## config.mk

```make
export PLATFORM = sky130hd
export DESIGN_NAME = red_digit
export DESIGN_NICKNAME = d
export VERILOG_FILES = /design/src/rtl/red_digit.sv
export SDC_FILE = /design/constraint.sdc
export NUM_CORES = 1
export LEC_CHECK = 0
export ABC_CLOCK_PERIOD_IN_PS = 4490
export BUFFER_PORTS_ARGS = -buffer_cell sky130_fd_sc_hd__buf_2
export CORE_MARGIN = 2
export CORE_UTILIZATION = 40
export DETAILED_ROUTE_END_ITERATION = 12
export GPL_TIMING_DRIVEN = 0
export SYNTH_ARGS = -nofsm -noshare
export SYNTH_HDL_FRONTEND = slang
export SYNTH_SLANG_ARGS = --single-unit
```

## constraint.sdc

```tcl
create_clock -name clk -period 4.49 [get_ports clk]
set_input_delay 0.449 -clock clk [delete_from_list [all_inputs] [get_ports clk]]
set_output_delay 0.449 -clock clk [all_outputs]
set_load 0.1 [all_outputs]
```

## src/rtl/red_digit.sv

```systemverilog
// GF(2) polynomial reducer: computes reduc_in mod P for a run-time selectable
// reduction polynomial P of degree m <= DATA_WIDTH.
// DIGIT leading positions of the remainder are eliminated per RUN cycle.
//
// state  | meaning
// -------+------------------------------------------------------------
// S_IDLE | waiting for op_enable; request latched on the accept edge
// S_RUN  | eliminating DIGIT remainder positions per cycle
// S_DONE | single cycle; op_finish pulses on the edge that leaves it
module red_digit #(
   parameter int DATA_WIDTH = 8,
   parameter int DIGIT      = 1
) (
   input  logic                            clk,
   input  logic                            rst,
   input  logic                            op_enable,
   input  logic [$clog2(DATA_WIDTH):0]     polyn_grade,
   input  logic [DATA_WIDTH:0]             polyn_red_in,
   input  logic [2*DATA_WIDTH-1:0]         reduc_in,
   output logic [DATA_WIDTH-1:0]           out,
   output logic                            op_finish,
   output logic                            busy,
   output logic                            op_error
);

   localparam int W2  = 2 * DATA_WIDTH;
   localparam int GW  = $clog2(DATA_WIDTH) + 1;
   localparam int GW1 = GW + 1;
   localparam int IW  = $clog2(W2);
   localparam int CW  = IW + 1;

   typedef enum logic [1:0] {
      S_IDLE = 2'd0,
      S_RUN  = 2'd1,
      S_DONE = 2'd2
   } state_t;

   state_t state_q, state_nxt;

   logic [GW-1:0]         grade_q;
   logic [DATA_WIDTH:0]   poly_q;
   logic [W2-1:0]         rem_q;
   logic [IW-1:0]         idx_q;
   logic [CW-1:0]         pos_q;
   logic [DATA_WIDTH-1:0] out_q;
   logic                  err_q;
   logic                  fin_q;

   logic [DATA_WIDTH:0]   poly_mask;
   logic [DATA_WIDTH:0]   lead_onehot;
   logic                  grade_ok;
   logic                  req_valid;
   logic [CW-1:0]         pos_load;
   logic                  accept;
   logic                  run_last;

   logic [W2-1:0]         rem_nxt;
   logic [W2-1:0]         poly_ext;
   logic [IW-1:0]         j_pos;
   logic [IW-1:0]         sh_amt;

   // Request qualification: degree in range and its leading coefficient set.
   // Coefficients above the degree are masked off so they never reach the datapath.
   always_comb begin
      poly_mask   = ~({(DATA_WIDTH+1){1'b1}} << polyn_grade << 1);
      lead_onehot = {{DATA_WIDTH{1'b0}}, 1'b1} << polyn_grade;
      grade_ok    = (polyn_grade != '0) &&
                    ({1'b0, polyn_grade} <= GW1'(DATA_WIDTH));
      req_valid   = grade_ok && (|(polyn_red_in & lead_onehot));
      pos_load    = CW'(W2) - CW'(polyn_grade);
      accept      = (state_q == S_IDLE) && op_enable;
      // pos_q counts remaining positions >= m; last cycle when DIGIT or fewer remain
      run_last    = (state_q == S_RUN) && (pos_q <= CW'(DIGIT));
   end

   // One RUN step: eliminate positions idx_q downto max(idx_q-DIGIT+1, m),
   // each XOR feeding the next so a cleared bit can create lower set bits.
   always_comb begin
      rem_nxt  = rem_q;
      poly_ext = W2'(poly_q);
      j_pos    = '0;
      sh_amt   = '0;
      for (int k = 0; k < DIGIT; k++) begin
         if ({1'b0, idx_q} >= (CW'(k) + {1'b0, grade_q})) begin
            j_pos  = idx_q - IW'(k);
            sh_amt = j_pos - IW'(grade_q);
            if (rem_nxt[j_pos]) begin
               rem_nxt = rem_nxt ^ (poly_ext << sh_amt);
            end
         end
      end
   end

   // State register.
   always_ff @(posedge clk or posedge rst) begin
      if (rst) begin
         state_q <= S_IDLE;
      end else begin
         state_q <= state_nxt;
      end
   end

   // Next-state logic and busy flag.
   always_comb begin
      state_nxt = state_q;
      busy      = 1'b0;
      case (state_q)
         S_IDLE: begin
            if (op_enable) begin
               state_nxt = req_valid ? S_RUN : S_DONE;
            end
         end
         S_RUN: begin
            busy = 1'b1;
            if (run_last) begin
               state_nxt = S_DONE;
            end
         end
         S_DONE: begin
            busy      = 1'b1;
            state_nxt = S_IDLE;
         end
         default: begin
            state_nxt = S_IDLE;
         end
      endcase
   end

   // Operand latch, remainder/index/position update and result registers.
   always_ff @(posedge clk or posedge rst) begin
      if (rst) begin
         grade_q <= '0;
         poly_q  <= '0;
         rem_q   <= '0;
         idx_q   <= '0;
         pos_q   <= '0;
         out_q   <= '0;
         err_q   <= 1'b0;
         fin_q   <= 1'b0;
      end else begin
         fin_q <= (state_q == S_DONE);
         if (accept) begin
            grade_q <= polyn_grade;
            poly_q  <= polyn_red_in & poly_mask;
            rem_q   <= reduc_in;
            idx_q   <= IW'(W2 - 1);
            pos_q   <= pos_load;
            err_q   <= ~req_valid;
            // a valid request keeps the previous result visible until RUN ends
            if (!req_valid) begin
               out_q <= '0;
            end
         end else if (state_q == S_RUN) begin
            rem_q <= rem_nxt;
            idx_q <= idx_q - IW'(DIGIT);
            pos_q <= pos_q - CW'(DIGIT);
            if (run_last) begin
               out_q <= rem_nxt[DATA_WIDTH-1:0];
            end
         end
      end
   end

   assign out       = out_q;
   assign op_finish = fin_q;
   assign op_error  = err_q;

endmodule

```

Word-level counts from Yosys, hierarchy flattened
Index checks and enable logic that the tools add are counted.
Cells by class
  add/subtract/negate cells: 4
  reduce and logical (&&, ||, !) cells: 15
  equal/unequal tests: 5
  bitwise logic cells: 5
  shifts and indexed selects: 3
  mux-type cells: 19
  $lt $le $gt $ge: 4
Operator list (count)
  $mux 16: 4
  $mux 8: 4
  $and 9x9->9: 2
  $shl 9x4->16: 1
  $xor 16x16->16: 1
  $mux 5: 2
  $not 9->9: 1
  $reduce_or 9->1: 1
  $shl 1x4->9 const A: 1
  $shl 9x4->8 const A: 1
  $mux 4: 2
  $reduce_bool 2->1: 4
  $mux 2: 3
  $ne 2x2->1 const B: 3
  $reduce_and 3->1: 2
  $le 5x1->1 const B: 1
  $lt 4x5->1 const B: 1
  $sub 5x1->5 const B: 1
  $sub 5x4->5 const A: 1
  $bmux 1 s4: 1
  $ge 4x4->1: 1
  $le 4x4->1 const B: 1
  $logic_and 1x1->1: 4
  $pmux 2 s2: 1
  10 further kinds: 11
Storage, ports and cells
  word-level logic and storage cells: 65
  output and inout port bits: 11
  input port bits: 32
  register bits after elaboration: 50

Logic depth before layout (Yosys ltp)
Gate-level depths: netlist (run 1).
  word-level depth: 8
  gate-level depth with buffers: 13
  mapped depth without buffers: 10

Least setup slack after synthesis (run 1)
OpenSTA, ideal clock, no wires.
  path type: reg2reg
  start point: register idx_q[0]
  end point: register out_q[6] (netlist: out[6])
  setup time: 0.122 ns
  path buffers: 1
  data required time: 4.368 ns
  arrival: 2.657 ns
  slack: 1.712 ns
  clock period less this slack: 2.778 ns
  stages on the path, launching flop included: 12
  cell sequence: dfrtp_1 -> buf_6 -> inv_1 -> ha_1 -> inv_1 -> fa_1 -> xor2_1 -> mux4_2 -> a21o_1 -> a21oi_1 -> xor2_1 -> a22o_1
On the way
  word-level cells in the longest chain between the ends: 8
  elaborated cells between the ends (all ways): 11
  classes of those cells: 1 x add/sub; 1 x order compare; 1 x shift; 7 x mux; 1 x bitwise
RTL lines
  from (decl): RTL line 43  | logic [IW-1:0] idx_q;
  from (signal assigned): RTL line 146  | idx_q <= IW'(W2 - 1);
  from (signal assigned): RTL line 155  | idx_q <= idx_q - IW'(DIGIT);
  $sub 4x4->4: RTL line 86  | sh_amt = j_pos - IW'(grade_q);
  $shl 9x4->16: RTL line 88  | rem_nxt = rem_nxt ^ (poly_ext << sh_amt);
  $xor 16x16->16: RTL line 88
  $mux 16: RTL line 87  | if (rem_nxt[j_pos]) begin
  $mux 16 *: RTL line 84  | if ({1'b0, idx_q} >= (CW'(k) + {1'b0, grade_q})) begin
  $mux 8 *: RTL line 157  | if (run_last) begin
  $mux 8 *: RTL line 153  | end else if (state_q == S_RUN) begin
  $mux 8 *: RTL line 142  | if (accept) begin
  to (signal assigned): RTL line 158  | out_q <= rem_nxt[DATA_WIDTH-1:0];
  to (decl): RTL line 45  | logic [DATA_WIDTH-1:0] out_q;
Every way passes the cells marked *; elsewhere a longest branch is shown, timed or not. The select of a mux whose other input is x is not followed.
A chain may end at the register's enable or synchronous reset.

Worst setup path in the final report (run 1)
  start point: register idx_q[0]
  end point: register rem_q[4]
On the way
  word-level cells in the longest chain between the ends: 7
  elaborated cells between the ends (all ways): 10
  classes of those cells: 1 x add/sub; 1 x order compare; 1 x shift; 6 x mux; 1 x bitwise
RTL lines
  $sub 4x4->4: RTL line 86
  $shl 9x4->16: RTL line 88
  $xor 16x16->16: RTL line 88
  $mux 16: RTL line 87
  $mux 16 *: RTL line 84
  $mux 16 *: RTL line 153
  $mux 16 *: RTL line 142
  to (signal assigned): RTL line 145  | rem_q <= reduc_in;
  to (signal assigned): RTL line 154  | rem_q <= rem_nxt;
  to (decl): RTL line 42  | logic [W2-1:0] rem_q;
Marked as above.

==> flow_summary.yaml, run 1 <==
floorplanning:
  initial_core_util_pct: 41.5
  num_rows: 35
  core_mm2: 0.00933
  die_w_um: 102
  die-area_mm2: 0.0105
  io_pins: 43
  fp.dieH_um: 102
clock_network:
  post-cts-setup-buffers: 0
  htree_levels: 2
  clkTransAtPathRegs_ns: 0.10
  tritoncts: "done"
  worstSkewPairLatency_ns: 0.32
  post_cts_resized: 0
  clock_sinks: 50
  holdBufCountCts: 0
  cts_max_path_buffers: 2
  numCtsBuffers: 5
  root_buffer: "clkbuf_8"
critical_path:
  end_kind: "flip-flop"
  start_kind: "flip-flop"
  path_class: "reg -> reg"
  crit_chain: "buf_6 > inv_1 > ha_1 > inv_1 > fa_1 > xnor2_2 > clkbuf_1 > a21oi_1 > a2111oi_2 > xnor2_1 > o21ai_1"
  critPathTopFamily: "buffers and inverters"
  critPathSlowestCell: "fa_1"
  cp.required_ns: 4.70
  cp.arrival_ns: 3.35
  worst-path-buf-inv: 4
  reg2reg_slack_ns: 1.35
  critPathMaxFanout: 10
  cpMostUsedCell: "inv_1"
  cpPeakStageDelay_ns: 0.45
drt:
  wl_mm: 9.92
  drcViolationCount: 0
  dr_total_vias: 3275
  post_drt_via_cell_ratio: 5.59
  wl_per_cell_um: 16.9
  dr.pass1.iters: 5
  ant_nets: 0
  drtIter0Drc: 212
timing:
  setup_violations: 0
  skew_ns: 0.0177
  holdWs_ns: 0.106
  period_share_pct: 69.9
  final_max_slew_viol_count: 0
  fmax_mhz: 318
  worst_slew_pin_slew_ns: 0.676
  fin_crit_ns: 3.14
  timing_hold_violations_final: 0
  tns_ns: 0
  relSlewSlack_pct: 55.0
  rsz0062_at_grt: "no"
status:
  status: "finished, final reports clean"
synthesis:
  synth_xor_area_share_pct: 5.40
  yosys_warnings: 0
  synth.distinct_cells: 68
  synth_flop_cell: "dfrtp_1"
  synth_fa_ha_area_share_pct: 6.34
  synth_edf_count: 0
  synthMuxAreaShare_pct: 9.74
  seq_area_frac_synth_pct: 32.4
  async_reset_ff_share_pct: 100
  syn_avg_cell_area_um2: 9.53
  synth-compound-area-share_pct: 22.9
  syn-cell-area_mm2: 0.00387
  synth_simple_gate_area_share_pct: 17.0
  ys_ff_latch: 50
  syn-num-nets: 457
  synthesis.instances: 406
  synth_top_family_by_area: "compound AO/OA/AOI/OAI gates"
grt:
  grt_pass1_wl_mm: 15.9
  groute.usage.overall_pct: 19.7
  antenna_found_initial: 0
  grt_pass1_vias: 3079
  grt_max_degree: 35
  grt_overflow: 0
pwr:
  p_seq_share_pct: 26.7
  p_sw_mw: 1.45
  intPower_mw: 1.43
  clkPwrFrac_pct: 9.9
  ir_drop_v: 0.000254
  swShare_pct: 50.3
  pwr-share-comb_pct: 63.4
  p_leak_nw: 1.90
  p_per_area_mw_per_mm2: 660
finish:
  antenna_cells: 0
  nNetsFinal: 507
  area_growth_pct: 12.5
  drive_above_1_share_pct: 23.2
  fin_cells: 586
  finalInstanceArea_mm2: 0.00435
  finish.utilization_pct: 46.6
place:
  io_buffers: 42
  place_area_mm2: 0.00426
  finalWeightedCongestion: 0.889
  hpwl_mm: 7.83
  dp_cells: 578
min_path:
  hold_class: "in -> async"
flow_run:
  cap_viol_max_count: 0
-- stage by stage --
step	worst slack (ns)	power [mW]
4_1_cts	1.36	2.87
5_1_grt	1.13	3.07
3_5_place_dp	1.38	2.58
3_3_place_gp	1.36	2.55
2_1_floorplan	1.71	2.18
6_report	1.35	2.87
-- cells in the mapped netlist (4+ instances only) --
master | n | area, um2
ha_1 | 18 | 225
a22o_1 | 11 | 96.3
nor2_1 | 18 | 67.6
and2_1 | 6 | 37.5
o21ai_0 | 26 | 130
nand3_1 | 5 | 25.0
a211oi_2 | 6 | 75.1
xor2_1 | 11 | 96.3
a21oi_1 | 16 | 80.1
dfrtp_1 | 50 | 1250
clkbuf_8 | 4 | 55.1
clkbuf_1 | 9 | 33.8
mux4_2 | 5 | 113
nand4_1 | 5 | 31.3
inv_1 | 19 | 71.3
a2111oi_2 | 4 | 60.1
o21ai_1 | 6 | 30.0
and3_1 | 5 | 31.3
mux2i_1 | 20 | 200
xnor2_1 | 11 | 96.3
a211o_1 | 4 | 35.0
o211ai_1 | 4 | 30.0
nand2_1 | 63 | 236
nor3_1 | 6 | 30.0
or3_1 | 4 | 25.0
-- worst reg2reg max path: stages (launching register included) --
cell	delay (ns)
dfrtp_1	0.38
buf_6	0.16
inv_1	0.14
ha_1	0.20
inv_1	0.05
fa_1	0.45
xnor2_2	0.37
clkbuf_1	0.42
a21oi_1	0.27
a2111oi_2	0.37
xnor2_1	0.16
o21ai_1	0.07
-- power by group through the flow --
stage | Combinational [mW] | Sequential, mW | Clock (mW)
after CTS | 1.82 | 0.766 | 0.286
after global placement | 1.78 | 0.769 | 0
final | 1.82 | 0.767 | 0.284
after detailed placement | 1.81 | 0.775 | 0
after floorplan | 1.34 | 0.837 | 0
after global routing | 1.97 | 0.790 | 0.309
-- registers in the layout, summed over array words and instances (netlist names) --
register / count
rem_q: 16
poly_q: 9
out: 8
pos_q: 5
grade_q: 4
idx_q: 4
state_q: 2
op_error: 1
op_finish: 1
-- worst paths after layout --
kind,from,depth (start not counted),endpoint
worst max-delay path,idx_q[0]$_DFFE_PP0P_,11,rem_q[4]$_DFFE_PP0P_
worst max register to register,idx_q[0]$_DFFE_PP0P_,11,rem_q[4]$_DFFE_PP0P_
min in group clk,reduc_in[5],3,rem_q[5]$_DFFE_PP0P_
worst min-delay path,rst,2,out[0]$_DFFE_PP0P_
max in group asynchronous,rst,3,poly_q[6]$_DFFE_PP0P_
worst min register to register,op_error$_DFFE_PP0P_,1,op_error$_DFFE_PP0P_
-- cells in the final DEF (no fill, tap or decap), types with 11 or more instances in the layout --
master / n
xor2_1: 11
a22o_1: 11
nor2_1: 18
dfrtp_1: 50
buf_2: 44
inv_1: 18
nand2_1: 63
o21ai_0: 26
a21oi_1: 16
xnor2_1: 11
ha_1: 18
mux2i_1: 20
-- logic make-up after synthesis --
logic type                 after synthesis
and+or+nand+nor                        130
AOI/OAI and AO/OA                      113
DFF                                     50
buffers and inverters                   41
muxes                                   30
xor gates and xnor gates                23
adders and majority gates               19
-- layer usage --
layer	track usage [%]	vias to the layer above	wire length (um)
met4	6.36	0	233
met5	0	-	0
li1	-	1581	-
met3	2.87	17	524
met2	33.1	113	4620
met1	26.2	1564	4540
-- cell type report --
| cell class | count | area [um2] |
|---|---|---|
| multi-input combinational | 315 | 2370 |
| timing repair buffer | 43 | 230 |
| buffer | 22 | 170 |
| tap | 129 | 161 |
| fill | 895 | 4980 |
| clock inverter | 1 | 5.00 |
| inverter | 19 | 71.3 |
| clock buffer | 7 | 86.3 |
| sequential | 50 | 1250 |
(Power assumes the default switching activity.)
==> inputs of run 2 (changes only) <==
--- a/config.mk
+++ b/config.mk
@@ -5,7 +5,7 @@
 export SDC_FILE = /design/constraint.sdc
 export NUM_CORES = 1
 export LEC_CHECK = 0
-export ABC_CLOCK_PERIOD_IN_PS = 4490
+export ABC_CLOCK_PERIOD_IN_PS = 2880
 export BUFFER_PORTS_ARGS = -buffer_cell sky130_fd_sc_hd__buf_2
 export CORE_MARGIN = 2
 export CORE_UTILIZATION = 40
==> constraint.sdc (replaced) <==
create_clock -name clk -period 2.88 [get_ports clk]
set_input_delay 0.288 -clock clk [delete_from_list [all_inputs] [get_ports clk]]
set_output_delay 0.288 -clock clk [all_outputs]
set_load 0.1 [all_outputs]
==> flow_summary.yaml, run 2 (synthesis gave the netlist of run 1 again) <==
critical_path:
  critPathSlowestCell: "dfrtp_1"
  path_class: "reg -> reg"
  reg2reg_to: "out[7]$_DFFE_PP0P_"
  crit_chain: "ha_1 > a21o_2 > o21a_1 > nor2_2 > buf_4 > a211oi_2 > xor2_1 > a22o_1"
  cpPeakStageDelay_ns: 0.48
  cp.arrival_ns: 3.02
  start_kind: "flip-flop"
  r2r-start: "idx_q[2]$_DFFE_PP0P_"
  rr_worst_depth: 8
  path_depth: 8
  cp.required_ns: 3.10
  reg2reg_slack_ns: 0.08
  end_kind: "flip-flop"
  critPathTopFamily: "compound AO/OA/AOI/OAI gates"
  crit_start: "idx_q[2]$_DFFE_PP0P_"
  worst-path-buf-inv: 1
  critPathMaxFanout: 10
place:
  hpwl_mm: 7.83
  io_buffers: 42
  finalWeightedCongestion: 0.889
clock_network:
  tritoncts: "done"
  cts_max_path_buffers: 2
  clock_sinks: 50
  worstSkewPairLatency_ns: 0.32
  numCtsBuffers: 5
  clkTransAtPathRegs_ns: 0.10
  htree_levels: 2
  root_buffer: "clkbuf_8"
timing:
  relSlewSlack_pct: 56.1
  fmax_mhz: 357
  rsz0062_at_grt: "yes"
  fin_crit_ns: 2.80
  worst_slew_pin_slew_ns: 0.658
  timing_hold_violations_final: 0
  period_share_pct: 97.3
  skew_ns: 0.0159
  final_max_slew_viol_count: 0
  setup_violations: 0
  holdWs_ns: 0.168
min_path:
  hold_class: "in -> reg"
  min_to: "rem_q[5]$_DFFE_PP0P_"
  whs_path_depth: 3
  min_from: "reduc_in[5]"
floorplanning:
  die_w_um: 102
  io_pins: 43
  fp.dieH_um: 102
  die-area_mm2: 0.0105
  initial_core_util_pct: 41.5
  core_mm2: 0.00933
  num_rows: 35
finish:
  most-common-layout-cells: "nand2_1 (63), dfrtp_1 (50), buf_2 (44), o21ai_0 (24), mux2i_1 (20)"
  nNetsFinal: 513
  finish.utilization_pct: 48.2
  mostFrequentLayoutCell: "nand2_1"
  largest_reg_flops: 16
  regMostFlops: "rem_q"
  antenna_cells: 0
  drive_above_1_share_pct: 26.6
  area_growth_pct: 16.2
drt:
  post_drt_via_cell_ratio: 5.56
  dr_total_vias: 3289
  dr.pass1.iters: 6
  drtIter0Drc: 181
  wl_per_cell_um: 17.0
  drcViolationCount: 0
  wl_mm: 10.1
  ant_nets: 0
grt:
  groute.usage.overall_pct: 19.8
  antenna_found_initial: 0
  grt_overflow: 0
  grt_pass1_vias: 3101
  grt_max_degree: 35
  grt_pass1_wl_mm: 15.9
pwr:
  p_leak_nw: 1.94
  p_per_area_mw_per_mm2: 1040
  ir_drop_v: 0.000403
status:
  status: "finished, final reports clean"
flow_run:
  cap_viol_max_count: 0
-- run 2: cell count changes in the layout (fill, tap and decap cells not counted), moves of 2 or more --
cell,delta
buf_4,+4
a21oi_1,-3
a21oi_2,+3
a2111oi_2,-2
a2111oi_4,+2
inv_1,-2
o21ai_0,-2
-- run 2: worst max-delay path by stage --
stage | slack [ns] | end
after floorplan | 0.10 | out[6]$_DFFE_PP0P_
after global placement | -0.25 | rem_q[4]$_DFFE_PP0P_
after detailed placement | -0.23 | rem_q[4]$_DFFE_PP0P_
after CTS | 0.01 | out[3]$_DFFE_PP0P_
after global routing | -0.03 | rem_q[8]$_DFFE_PP0P_
final | 0.08 | out[7]$_DFFE_PP0P_
-- run 2: cell type report --
type	count	area, um2
clock inverter	1	5.00
fill	892	4830
timing repair buffer	49	278
tap	129	161
sequential	50	1250
clock buffer	7	86.3
multi-input combinational	315	2460
buffer	22	179
inverter	19	78.8
-- run 2: report_power, final --
group / leakage [nW] / internal [mW] / switching (mW)
sequential: 0.601 / 0.950 / 0.254
clock: 0.0482 / 0.195 / 0.248
combinational: 1.29 / 1.20 / 1.85
total: 1.94 / 2.34 / 2.35
-- run 2: repair_timing --
item,4_1_cts,5_1_grt
buffers inserted,1,4
hold buffers,1,0
setup endpoints to repair,15,12
hold endpoints to repair,16,0
resized for setup,14,10
pin swaps,2,4
-- run 2: metal layers --
| layer | vias up | share of wire, % | GRT usage [%] |
|---|---|---|---|
| li1 | 1591 | - | - |
| met1 | 1577 | 46 | 26.2 |
| met2 | 105 | 48 | 33.7 |
| met3 | 16 | 4.4 | 2.87 |
| met4 | 0 | 1.9 | 5.54 |
| met5 | - | 0 | 0 |
-- run 2: stage by stage --
step	setup TNS (ns)	instance area, um2	setup WS [ns]	std cells	power (mW)
after global placement	-1.75	4240	-0.249	577	3.98
after detailed placement	-1.60	4260	-0.235	578	4.03
after floorplan	0	3870	0.102	406	3.40
final	0	4500	0.0778	592	4.69
after global routing	-0.0759	4500	-0.0319	592	5.00
after CTS	0	4410	0.0137	588	4.56
-- run 2: worst min-delay path, cell delays in order --
cell	delay, ns
buf_2	0.07
nand2_1	0.03
o21ai_1	0.05
